===== src/rtl/ps2_ascii_fifo.sv =====
// ps2_ascii_fifo
//   PS/2 keyboard front end for the PicoBlaze input port. Filters the PS/2
//   clock, deserialises 11-bit device-to-host frames, tracks the E0 (extended)
//   and F0 (break) prefixes, translates make codes to ASCII and queues them in
//   a show-ahead FIFO that raises `interrupt` while non-empty.
//
//   Build option: PS2_PARITY_CHECK_EN -- when defined, odd parity over
//   data+parity is checked and a mismatching frame is dropped with frame_err.
//   When undefined the parity bit is captured and ignored.
//
// Ports
//   clk        in   system clock
//   Reset      in   asynchronous, active-low reset
//   ps2d       in   PS/2 data (asynchronous)
//   ps2c       in   PS/2 clock (asynchronous)
//   DoRead     in   single-cycle pop strobe (interrupt_ack)
//   ascii_code out  registered FIFO head, 0x00 when empty
//   interrupt  out  high while FIFO non-empty
//   overflow   out  sticky drop flag, cleared by the next accepted pop
//   frame_err  out  one-cycle pulse on rejected frame or timeout
//
// RX states
//   state     | meaning
//   ST_IDLE   | waiting for a start bit (0) on a filtered falling edge
//   ST_DATA   | shifting in 8 data bits, LSB first
//   ST_PARITY | capturing the parity bit
//   ST_STOP   | checking the stop bit, emitting the byte or flagging an error

module ps2_ascii_fifo #(
  parameter int FILTER_LEN = 8,
  parameter int TIMEOUT    = 200000,
  parameter int FIFO_AW    = 2
) (
  input  logic       clk,
  input  logic       Reset,
  input  logic       ps2d,
  input  logic       ps2c,
  input  logic       DoRead,
  output logic [7:0] ascii_code,
  output logic       interrupt,
  output logic       overflow,
  output logic       frame_err
);

  localparam int DEPTH = 1 << FIFO_AW;
  localparam int CW    = FIFO_AW + 1;
  localparam int TW    = $clog2(TIMEOUT + 1);

  typedef enum logic [1:0] {ST_IDLE, ST_DATA, ST_PARITY, ST_STOP} rx_state_e;

  // ---------------- synchroniser and glitch filter ----------------
  logic                  ps2c_s1_q, ps2c_s2_q, ps2d_s1_q, ps2d_s2_q;
  logic [FILTER_LEN-1:0] filt_q;
  logic                  filt_clk_q, filt_clk_d;
  logic                  all0, all1, fall;

  assign all0 = (filt_q == '0);
  assign all1 = &filt_q;
  assign fall = filt_clk_q & all0;

  always_comb begin
    filt_clk_d = filt_clk_q;
    if (all1)      filt_clk_d = 1'b1;
    else if (all0) filt_clk_d = 1'b0;
  end

  always_ff @(posedge clk or negedge Reset) begin
    if (!Reset) begin
      ps2c_s1_q  <= 1'b1;
      ps2c_s2_q  <= 1'b1;
      ps2d_s1_q  <= 1'b1;
      ps2d_s2_q  <= 1'b1;
      filt_q     <= '1;
      filt_clk_q <= 1'b1;
    end else begin
      ps2c_s1_q  <= ps2c;
      ps2c_s2_q  <= ps2c_s1_q;
      ps2d_s1_q  <= ps2d;
      ps2d_s2_q  <= ps2d_s1_q;
      filt_q     <= {filt_q[FILTER_LEN-2:0], ps2c_s2_q};
      filt_clk_q <= filt_clk_d;
    end
  end

  // ---------------- RX frame FSM ----------------
  rx_state_e     state_q, state_d;
  logic [2:0]    bit_cnt_q, bit_cnt_d;
  logic [7:0]    sh_q, sh_d;
  logic          par_q, par_d;
  logic [TW-1:0] tmr_q, tmr_d;
  logic          emit, err, parity_ok;
  logic [7:0]    rx_byte_q;
  logic          rx_vld_q, frame_err_q;

`ifdef PS2_PARITY_CHECK_EN
  assign parity_ok = ^{sh_q, par_q};
`else
  assign parity_ok = 1'b1;
`endif

  always_comb begin
    state_d   = state_q;
    bit_cnt_d = bit_cnt_q;
    sh_d      = sh_q;
    par_d     = par_q;
    emit      = 1'b0;
    err       = 1'b0;
    case (state_q)
      ST_IDLE:   if (fall && !ps2d_s2_q) begin
                   state_d   = ST_DATA;
                   bit_cnt_d = '0;
                 end
      ST_DATA:   if (fall) begin
                   sh_d      = {ps2d_s2_q, sh_q[7:1]};
                   bit_cnt_d = bit_cnt_q + 3'd1;
                   if (bit_cnt_q == 3'd7) state_d = ST_PARITY;
                 end
      ST_PARITY: if (fall) begin
                   par_d   = ps2d_s2_q;
                   state_d = ST_STOP;
                 end
      ST_STOP:   if (fall) begin
                   state_d = ST_IDLE;
                   if (ps2d_s2_q && parity_ok) emit = 1'b1;
                   else                        err  = 1'b1;
                 end
      default:   state_d = ST_IDLE;
    endcase
    // Down-counting watchdog, reloaded on every edge and while idle.
    tmr_d = TW'(TIMEOUT - 1);
    if (state_q != ST_IDLE && !fall) begin
      if (tmr_q == '0) begin
        state_d = ST_IDLE;
        err     = 1'b1;
      end else begin
        tmr_d = tmr_q - TW'(1);
      end
    end
  end

  always_ff @(posedge clk or negedge Reset) begin
    if (!Reset) begin
      state_q     <= ST_IDLE;
      bit_cnt_q   <= '0;
      sh_q        <= '0;
      par_q       <= 1'b0;
      tmr_q       <= TW'(TIMEOUT - 1);
      rx_byte_q   <= '0;
      rx_vld_q    <= 1'b0;
      frame_err_q <= 1'b0;
    end else begin
      state_q     <= state_d;
      bit_cnt_q   <= bit_cnt_d;
      sh_q        <= sh_d;
      par_q       <= par_d;
      tmr_q       <= tmr_d;
      if (emit) rx_byte_q <= sh_q;
      rx_vld_q    <= emit;
      frame_err_q <= err;
    end
  end

  // ---------------- prefix tracking and translation ----------------
  function automatic logic [7:0] xlate(input logic [8:0] c);
    case (c)
      9'h01C: return 8'h41;  9'h032: return 8'h42;  9'h021: return 8'h43;
      9'h023: return 8'h44;  9'h024: return 8'h45;  9'h02B: return 8'h46;
      9'h034: return 8'h47;  9'h033: return 8'h48;  9'h043: return 8'h49;
      9'h03B: return 8'h4A;  9'h042: return 8'h4B;  9'h04B: return 8'h4C;
      9'h03A: return 8'h4D;  9'h031: return 8'h4E;  9'h044: return 8'h4F;
      9'h04D: return 8'h50;  9'h015: return 8'h51;  9'h02D: return 8'h52;
      9'h01B: return 8'h53;  9'h02C: return 8'h54;  9'h03C: return 8'h55;
      9'h02A: return 8'h56;  9'h01D: return 8'h57;  9'h022: return 8'h58;
      9'h035: return 8'h59;  9'h01A: return 8'h5A;
      9'h045: return 8'h30;  9'h016: return 8'h31;  9'h01E: return 8'h32;
      9'h026: return 8'h33;  9'h025: return 8'h34;  9'h02E: return 8'h35;
      9'h036: return 8'h36;  9'h03D: return 8'h37;  9'h03E: return 8'h38;
      9'h046: return 8'h39;
      9'h029: return 8'h20;  9'h05A: return 8'h0D;  9'h066: return 8'h08;
      9'h175: return 8'h80;  9'h172: return 8'h81;  9'h16B: return 8'h82;
      9'h174: return 8'h83;
      default: return 8'h00;  // unmapped: every mapped value is non-zero
    endcase
  endfunction

  logic       ext_q, ext_d, brk_q, brk_d;
  logic [7:0] code_q, code_d;
  logic       code_vld_q, code_vld_d;

  always_comb begin
    ext_d      = ext_q;
    brk_d      = brk_q;
    code_d     = code_q;
    code_vld_d = 1'b0;
    if (rx_vld_q) begin
      if (rx_byte_q == 8'hE0)      ext_d = 1'b1;
      else if (rx_byte_q == 8'hF0) brk_d = 1'b1;
      else begin
        ext_d = 1'b0;
        brk_d = 1'b0;
        if (!brk_q) begin
          code_d     = xlate({ext_q, rx_byte_q});
          code_vld_d = (code_d != 8'h00);
        end
      end
    end
  end

  always_ff @(posedge clk or negedge Reset) begin
    if (!Reset) begin
      ext_q      <= 1'b0;
      brk_q      <= 1'b0;
      code_q     <= '0;
      code_vld_q <= 1'b0;
    end else begin
      ext_q      <= ext_d;
      brk_q      <= brk_d;
      code_q     <= code_d;
      code_vld_q <= code_vld_d;
    end
  end

  // ---------------- show-ahead FIFO ----------------
  logic [7:0]         mem_q [DEPTH];
  logic [FIFO_AW-1:0] wr_ptr_q, rd_ptr_q, rd_ptr_d;
  logic [CW-1:0]      cnt_q, cnt_d;
  logic [7:0]         head_q, head_d;
  logic               irq_q, ovf_q, ovf_d;
  logic               pop, push_ok, drop, full;

  assign full    = (cnt_q == CW'(DEPTH));
  assign pop     = DoRead && (cnt_q != '0);
  assign push_ok = code_vld_q && (!full || pop);
  assign drop    = code_vld_q && full && !pop;

  always_comb begin
    cnt_d    = cnt_q;
    rd_ptr_d = rd_ptr_q;
    ovf_d    = ovf_q;
    if (push_ok && !pop)      cnt_d = cnt_q + CW'(1);
    else if (!push_ok && pop) cnt_d = cnt_q - CW'(1);
    if (pop) begin
      rd_ptr_d = rd_ptr_q + FIFO_AW'(1);
      ovf_d    = 1'b0;
    end else if (drop) begin
      ovf_d    = 1'b1;
    end
    // Registered head: the entry being written this cycle may become the head.
    if (cnt_d == '0)                          head_d = 8'h00;
    else if (push_ok && wr_ptr_q == rd_ptr_d) head_d = code_q;
    else                                      head_d = mem_q[rd_ptr_d];
  end

  always_ff @(posedge clk) begin
    if (push_ok) mem_q[wr_ptr_q] <= code_q;
  end

  always_ff @(posedge clk or negedge Reset) begin
    if (!Reset) begin
      wr_ptr_q <= '0;
      rd_ptr_q <= '0;
      cnt_q    <= '0;
      head_q   <= 8'h00;
      irq_q    <= 1'b0;
      ovf_q    <= 1'b0;
    end else begin
      if (push_ok) wr_ptr_q <= wr_ptr_q + FIFO_AW'(1);
      rd_ptr_q <= rd_ptr_d;
      cnt_q    <= cnt_d;
      head_q   <= head_d;
      irq_q    <= (cnt_d != '0);
      ovf_q    <= ovf_d;
    end
  end

  assign ascii_code = head_q;
  assign interrupt  = irq_q;
  assign overflow   = ovf_q;
  assign frame_err  = frame_err_q;

endmodule


===== config.mk =====
export PLATFORM = sky130hd
export DESIGN_NAME = ps2_ascii_fifo
export DESIGN_NICKNAME = d
export VERILOG_FILES = /design/src/rtl/ps2_ascii_fifo.sv
export SDC_FILE = /design/constraint.sdc
export NUM_CORES = 1
export LEC_CHECK = 0
export CORE_ASPECT_RATIO = 0.7
export CORE_MARGIN = 2
export CORE_UTILIZATION = 50
export CTS_CLUSTER_SIZE = 25
export DETAILED_ROUTE_END_ITERATION = 6
export PLACE_DENSITY_LB_ADDON = 0.05
export SLEW_MARGIN = 30
export SYNTH_ARGS = -nofsm -noshare
export SYNTH_HDL_FRONTEND = slang
export SYNTH_SLANG_ARGS = --single-unit

===== constraint.sdc =====
create_clock -name clk -period 3.6 [get_ports clk]
set_clock_uncertainty 0.2 [all_clocks]
set_input_delay 0.54 -clock clk [delete_from_list [all_inputs] [get_ports clk]]
set_output_delay 0.54 -clock clk [all_outputs]
set_load 0.02 [all_outputs]

==> flow_summary.yaml, run 1 <==
placement:
  placement.setup.worst_slack_ns: 0.494
  gpl.final_weighted_congestion: 0.966
  dp_hpwl_um: 8380
  port-buffer-count: 15
logic_synthesis:
  synth_flop_cell: "sky130_fd_sc_hd__dfrtp_1"
  ys_warn_count: 0
  synth_sequential_area_ratio: 0.530
  post_synth_num_cell_types: 71
  syn_inst: 572
  yosys_reg_bits: 114
  ys_async_rst_share: 0.719
  synth_enable_flop_cells: 32
  post_synth.cell_area_avg_um2: 10.0
  synth.cell_area_um2: 5740
  net_count_synth: 587
power_and_ir_drop:
  netSwitchingPower_w: 0.00101
  powerDensity_nw_per_um2: 570
  cellLeakagePower_nw: 2.67
  internal_power_w: 0.00279
  share_comb_of_total_power: 0.161
  irDropWorstVdd_mv: 0.387
  swShare: 0.266
  clock_power_share: 0.454
  p_seq_frac: 0.385
  power.total_w: 0.00379
drt:
  drt_iter0_drc: 303
  dr.pass1.iters: 5
  vias_per_cell: 5.74
  detail_route.wl_per_cell_um: 16.2
  route.vias.total: 4304
  drtAntennaViolNets: 0
  routed_wirelength_um: 12100
  drc: 0
grt:
  antenna_violations_before_repair: 0
  global_route.usage.met1: 0.314
  first_pass_grt_wire_length_um: 21000
  globalRouteMet2Util: 0.319
  grt_busiest_layer: "met2"
  grt_max_degree: 44
  first_global_vias: 4182
  grt.overflow.total: 0
  grtUsageTotal: 0.217
  grtUsageMet3: 0.0512
sta:
  finalWorstPathRequiredPeriod_ns: 3.13
  worst_slew_margin_rel: 0.480
  setup-violations-final: 0
  setup_slack_ns: 0.467
  final.setup.tns_ns: 0
  finalCritPeriodShare: 0.870
  grt_setup_unrepaired: "no"
  fmax_mhz: 319
  final-max-slew-violation-count: 0
  worst_slew_pin_slew_ns: 0.780
  finalHoldViolations: 0
worst_setup_path:
  critical_path_peak_fanout: 11
  cp.arrival_ns: 3.26
  critPathLaunchType: "flip-flop"
  cp.required_ns: 3.72
  end_kind: "flip-flop"
  critPathKind: "reg -> reg"
clock_tree:
  numCtsBuffers: 17
  clock-root-buffer: "sky130_fd_sc_hd__clkbuf_16"
  clk_pin_slew_ns: 0.05
  cts_resized: 0
  insertion_delay_ns: 0.40
  postCtsHoldBufs: 1
  tritoncts: "built"
  cts_post_setup_buffers_inserted: 0
  number_of_buffers_between_clock_root_and_the_deepest_sink: 2
  tritoncts_num_sinks: 114
  ctsHtreeMaxLevel: 4
floorplanning:
  initial_core_util: 0.518
  die_area_um2: 12400
  io_pins: 16
  fp.dieH_um: 93.7
  die-width_um: 132
  core.rowCount: 32
  core_area_um2: 11100
layout:
  final_common_cell: "sky130_fd_sc_hd__nand2_1"
  drive_gt1_frac: 0.161
  final_core_utilization: 0.600
  count_of_nets_after_finishing: 599
  antenna-diode-count: 0
  layout_common_cells: "69 x sky130_fd_sc_hd__nand2_1, 58 x sky130_fd_sc_hd__dfrtp_1, 40 x sky130_fd_sc_hd__o21ai_0"
  area_growth_pct: 15.9
  fillers: 935
run:
  max_cap_viol_count: 0
min_path:
  worst_hold_path_type: "reg -> reg"
run_status:
  status: "finished clean"
## through the flow
step,hold slack [ns],instance area [um2],std cells
6_report,0.154,6650,750
5_1_grt,0.158,6650,750
3_3_place_gp,0.145,6020,717
3_5_place_dp,0.147,6020,717
2_1_floorplan,0.0444,5740,572
4_1_cts,0.155,6650,750
## cells in the mapped netlist (all sizes together), types with 10 or more instances
cell / instances / area (um2)
xnor2: 17 / 149
nor4: 11 / 68.8
inv: 19 / 71.3
dfstp: 24 / 631
clkbuf: 24 / 90.1
nor3: 23 / 143
nand3: 26 / 130
edfxtp: 32 / 961
nand2: 70 / 265
nand2b: 14 / 87.6
a21oi: 24 / 124
ha: 10 / 125
dfrtp: 58 / 1450
o21ai: 42 / 214
o211ai: 14 / 105
nor2: 40 / 155
mux2: 12 / 135
## state kept, by name, indices dropped and copies added, names as in the netlist, 2 cells and up
signal,flops
mem_q,32
tmr_q,18
ascii_code,8
code_q,8
filt_q,8
rx_byte_q,8
sh_q,8
bit_cnt_q,3
cnt_q,3
rd_ptr_q,2
state_q,2
wr_ptr_q,2
## power groups by stage
stage / Clock (W) / Combinational (W) / Sequential, W
finish: 0.00172 / 0.000610 / 0.00146
CTS: 0.00176 / 0.000617 / 0.00146
floorplan: 0 / 0.000404 / 0.00151
detailed placement: 0 / 0.000614 / 0.00148
global placement: 0 / 0.000586 / 0.00148
global route: 0.00182 / 0.000670 / 0.00147
## per-layer routing
layer	part of all wire	up-vias
met5	0	-
met4	0.013	0
met3	0.045	17
met2	0.43	106
met1	0.51	2090
li1	-	2091
## cell type report
cell class,instances,area (um2),area share
timing repair buffer,26,233,0.0350
sequential,114,3040,0.457
multi-input combinational,405,2480,0.373
clock inverter,10,115,0.0173
inverter,20,75.1,0.0113
clock buffer,22,510,0.0767
tap,153,191,0.0288
## critical path: stages (launching register included)
cell                       delay [ns]
sky130_fd_sc_hd__dfrtp_1         0.41
sky130_fd_sc_hd__inv_1           0.12
sky130_fd_sc_hd__ha_1            0.35
sky130_fd_sc_hd__nor2b_1         0.56
sky130_fd_sc_hd__nor3_1          0.13
sky130_fd_sc_hd__a32o_1          0.30
sky130_fd_sc_hd__o21ai_1         0.61
sky130_fd_sc_hd__o211ai_1        0.17
sky130_fd_sc_hd__a21oi_1         0.20
## final timing paths
check	end	start	depth (start not counted)	slack [ns]
setup / recovery	ascii_code[0]	cnt_q[1]	8	0.47
setup reg to reg	ascii_code[0]	cnt_q[1]	8	0.47
hold / removal	ps2c_s2_q	ps2c_s1_q	0	0.15
min in group asynchronous	sh_q[1]	Reset	2	0.46
hold reg to reg	ps2c_s2_q	ps2c_s1_q	0	0.15
max in group asynchronous	tmr_q[10]	Reset	3	1.99
## cells by family after synthesis
kind of cell / count (synthesis) / share of synthesized area
buffers and inverters: 53 / 0.0373
AOI/OAI and AO/OA: 122 / 0.136
adders and majority gates: 10 / 0.0218
muxes: 14 / 0.0270
xor gates and xnor gates: 21 / 0.0320
DFF: 114 / 0.530
and+or+nand+nor: 238 / 0.216
(Power assumes the default switching activity.)
==> run 2: changes to the inputs <==
- CORE_UTILIZATION: 50 -> 45
- RECOVER_POWER: default -> 50
- clock period: 3.6 -> 3.5 ns (I/O delays scaled with it)
==> run 2 against run 1 <==
Compared with the run above: the flow now finishes with violations (max-capacitance violations, max-slew violations); final cell count up 1.5%; count of clock-buffer cells in the layout shrank 4; core utilization is 6.5 points lower.
==> flow_summary.yaml, run 2 (synthesized netlist as in run 1, its figures left out) <==
grt:
  grtUsageMet3: 0.0471
  grt_max_degree: 78
  first_pass_grt_wire_length_um: 21900
  grt.overflow.total: 0
  first_global_vias: 4260
  globalRouteMet2Util: 0.292
  grt_busiest_layer: "met2"
  grtUsageTotal: 0.199
  global_route.usage.met1: 0.292
  antenna_violations_before_repair: 0
clock_tree:
  tritoncts_num_sinks: 114
  clk_pin_slew_ns: 0.06
  insertion_delay_ns: 0.41
  tritoncts: "built"
  clock-root-buffer: "sky130_fd_sc_hd__clkbuf_16"
  ctsHtreeMaxLevel: 4
  number_of_buffers_between_clock_root_and_the_deepest_sink: 2
  numCtsBuffers: 17
  cts_post_setup_buffers_inserted: 0
layout:
  multi_input_comb_area_um2: 2490
  count_of_nets_after_finishing: 601
  largest_register: "mem_q"
  largest_reg_flops: 32
  area_growth_pct: 15.8
  antenna-diode-count: 0
  final_core_utilization: 0.535
  layout_common_cells: "69 x sky130_fd_sc_hd__nand2_1, 58 x sky130_fd_sc_hd__dfrtp_1, 40 x sky130_fd_sc_hd__o21ai_0"
  area.sequential_um2: 3040
  fillers: 1088
  largest_registers: "mem_q x32, tmr_q x18"
  drive_gt1_frac: 0.152
  final_common_cell: "sky130_fd_sc_hd__nand2_1"
placement:
  gpl.final_weighted_congestion: 0.950
  dp_hpwl_um: 8580
  port-buffer-count: 15
worst_setup_path:
  critical-path-max-stage-delay_ns: 0.55
  cp.arrival_ns: 3.15
  critical_path.reg2reg.startpoint: "cnt_q[1]"
  timing.critical_path.max_delay_family: "simple AND/OR/NAND/NOR gates"
  end_kind: "flip-flop"
  cp.required_ns: 3.54
  worst_r2r_path_depth: 8
  critPathLaunchType: "flip-flop"
  critical_path.cell_chain: "inv_1, ha_1, nor2b_1, or3_1, nand2_2, mux2_2, o211ai_1, a21oi_1"
  critical-path-slowest-cell: "sky130_fd_sc_hd__nor2b_1"
  crit_path_start: "cnt_q[1]"
  critical_path_buf_inv_count: 1
  critical_path_peak_fanout: 9
  critical_path_cell_count: 8
  critPathKind: "reg -> reg"
drt:
  drt_iter0_drc: 314
  detail_route.wl_per_cell_um: 16.7
  drc: 0
  route.vias.total: 4264
  vias_per_cell: 5.60
  drtAntennaViolNets: 0
  routed_wirelength_um: 12700
  dr.pass1.iters: 5
sta:
  grt_setup_unrepaired: "no"
  worst_slew_pin_slew_ns: 1.91
  finalCritPeriodShare: 0.888
  finalHoldViolations: 0
  final.setup.tns_ns: 0
  worst_slew_margin_rel: -0.275
  setup-violations-final: 0
  final-max-slew-violation-count: 78
  fmax_mhz: 322
  finalWorstPathRequiredPeriod_ns: 3.11
power_and_ir_drop:
  cellLeakagePower_nw: 2.65
  irDropWorstVdd_mv: 0.394
  powerDensity_nw_per_um2: 580
floorplanning:
  io_pins: 16
  die-width_um: 139
  initial_core_util: 0.462
  core.rowCount: 34
  fp.dieH_um: 98.5
  core_area_um2: 12400
  die_area_um2: 13700
run:
  max_cap_viol_count: 1
min_path:
  worstHoldStart: "ps2c_s1_q"
  worst_hold_path_type: "reg -> reg"
  worst_hold_path.num_cells: 0
run_status:
  violations_in_the_final_reports: "max-capacitance violations, max-slew violations"
  status: "finished with violations"
[run 2: cell count changes in the layout (fill, tap and decap cells not counted), sizes merged]
cell / change
buf: +1
clkbuf: -3
inv: -1
clkinvlp: +3
dlygate4sd3: +2
clkdlybuf4s50: -2
clkinv: +2
[run 2: path summary, 6_finish.rpt]
kind,end,slack (ns)
max in group asynchronous,ascii_code[1],0.97
max reg2reg,ascii_code[1],0.39
min reg2reg,ps2c_s2_q,0.16
min,ps2c_s2_q,0.16
min in group asynchronous,sh_q[1],0.98
max,ascii_code[1],0.39
[run 2: cell type report]
cell class	count	share of cell area
timing repair buffer	28	0.0369
tap	162	0.0305
clock buffer	18	0.0661
multi-input combinational	405	0.374
clock inverter	14	0.0233
inverter	20	0.0113
sequential	114	0.458
[run 2: layer usage]
| metal | up-vias | routed length (um) |
|---|---|---|
| met1 | 2035 | 6450 |
| met3 | 19 | 581 |
| li1 | 2091 | - |
| met2 | 119 | 5510 |
| met4 | 0 | 140 |
| met5 | - | 0 |
[run 2: metrics by stage]
step	hold WS, ns	std cells	setup WS (ns)	total power, W	cell area [um2]
after floorplan	0.0294	572	0.936	0.00196	5740
after global placement	0.146	728	0.499	0.00212	6040
after detailed placement	0.147	728	0.307	0.00217	6040
after CTS	0.116	760	0.263	0.00389	6640
after global routing	0.161	761	0.217	0.00404	6650
final	0.155	761	0.393	0.00385	6650
[run 2: repair_timing]
action,in CTS,in global routing
hold endpoints to repair,0,12
resized for setup,0,1
hold buffers,0,1
endpoints found under the setup margin,0,5
[run 2: power by group]
part / switching, W / total, W / internal, W
logic: 0.000406 / 0.000640 / 0.000234
registers: 0.0000573 / 0.00150 / 0.00145
clock network: 0.000634 / 0.00171 / 0.00108
total: 0.00110 / 0.00385 / 0.00275
==> run 3: changes to the inputs <==
- GPL_ROUTABILITY_DRIVEN: default -> 1
==> results of run 3 <==
No change in the layout: final DEF, timing and power equal those of run 2.
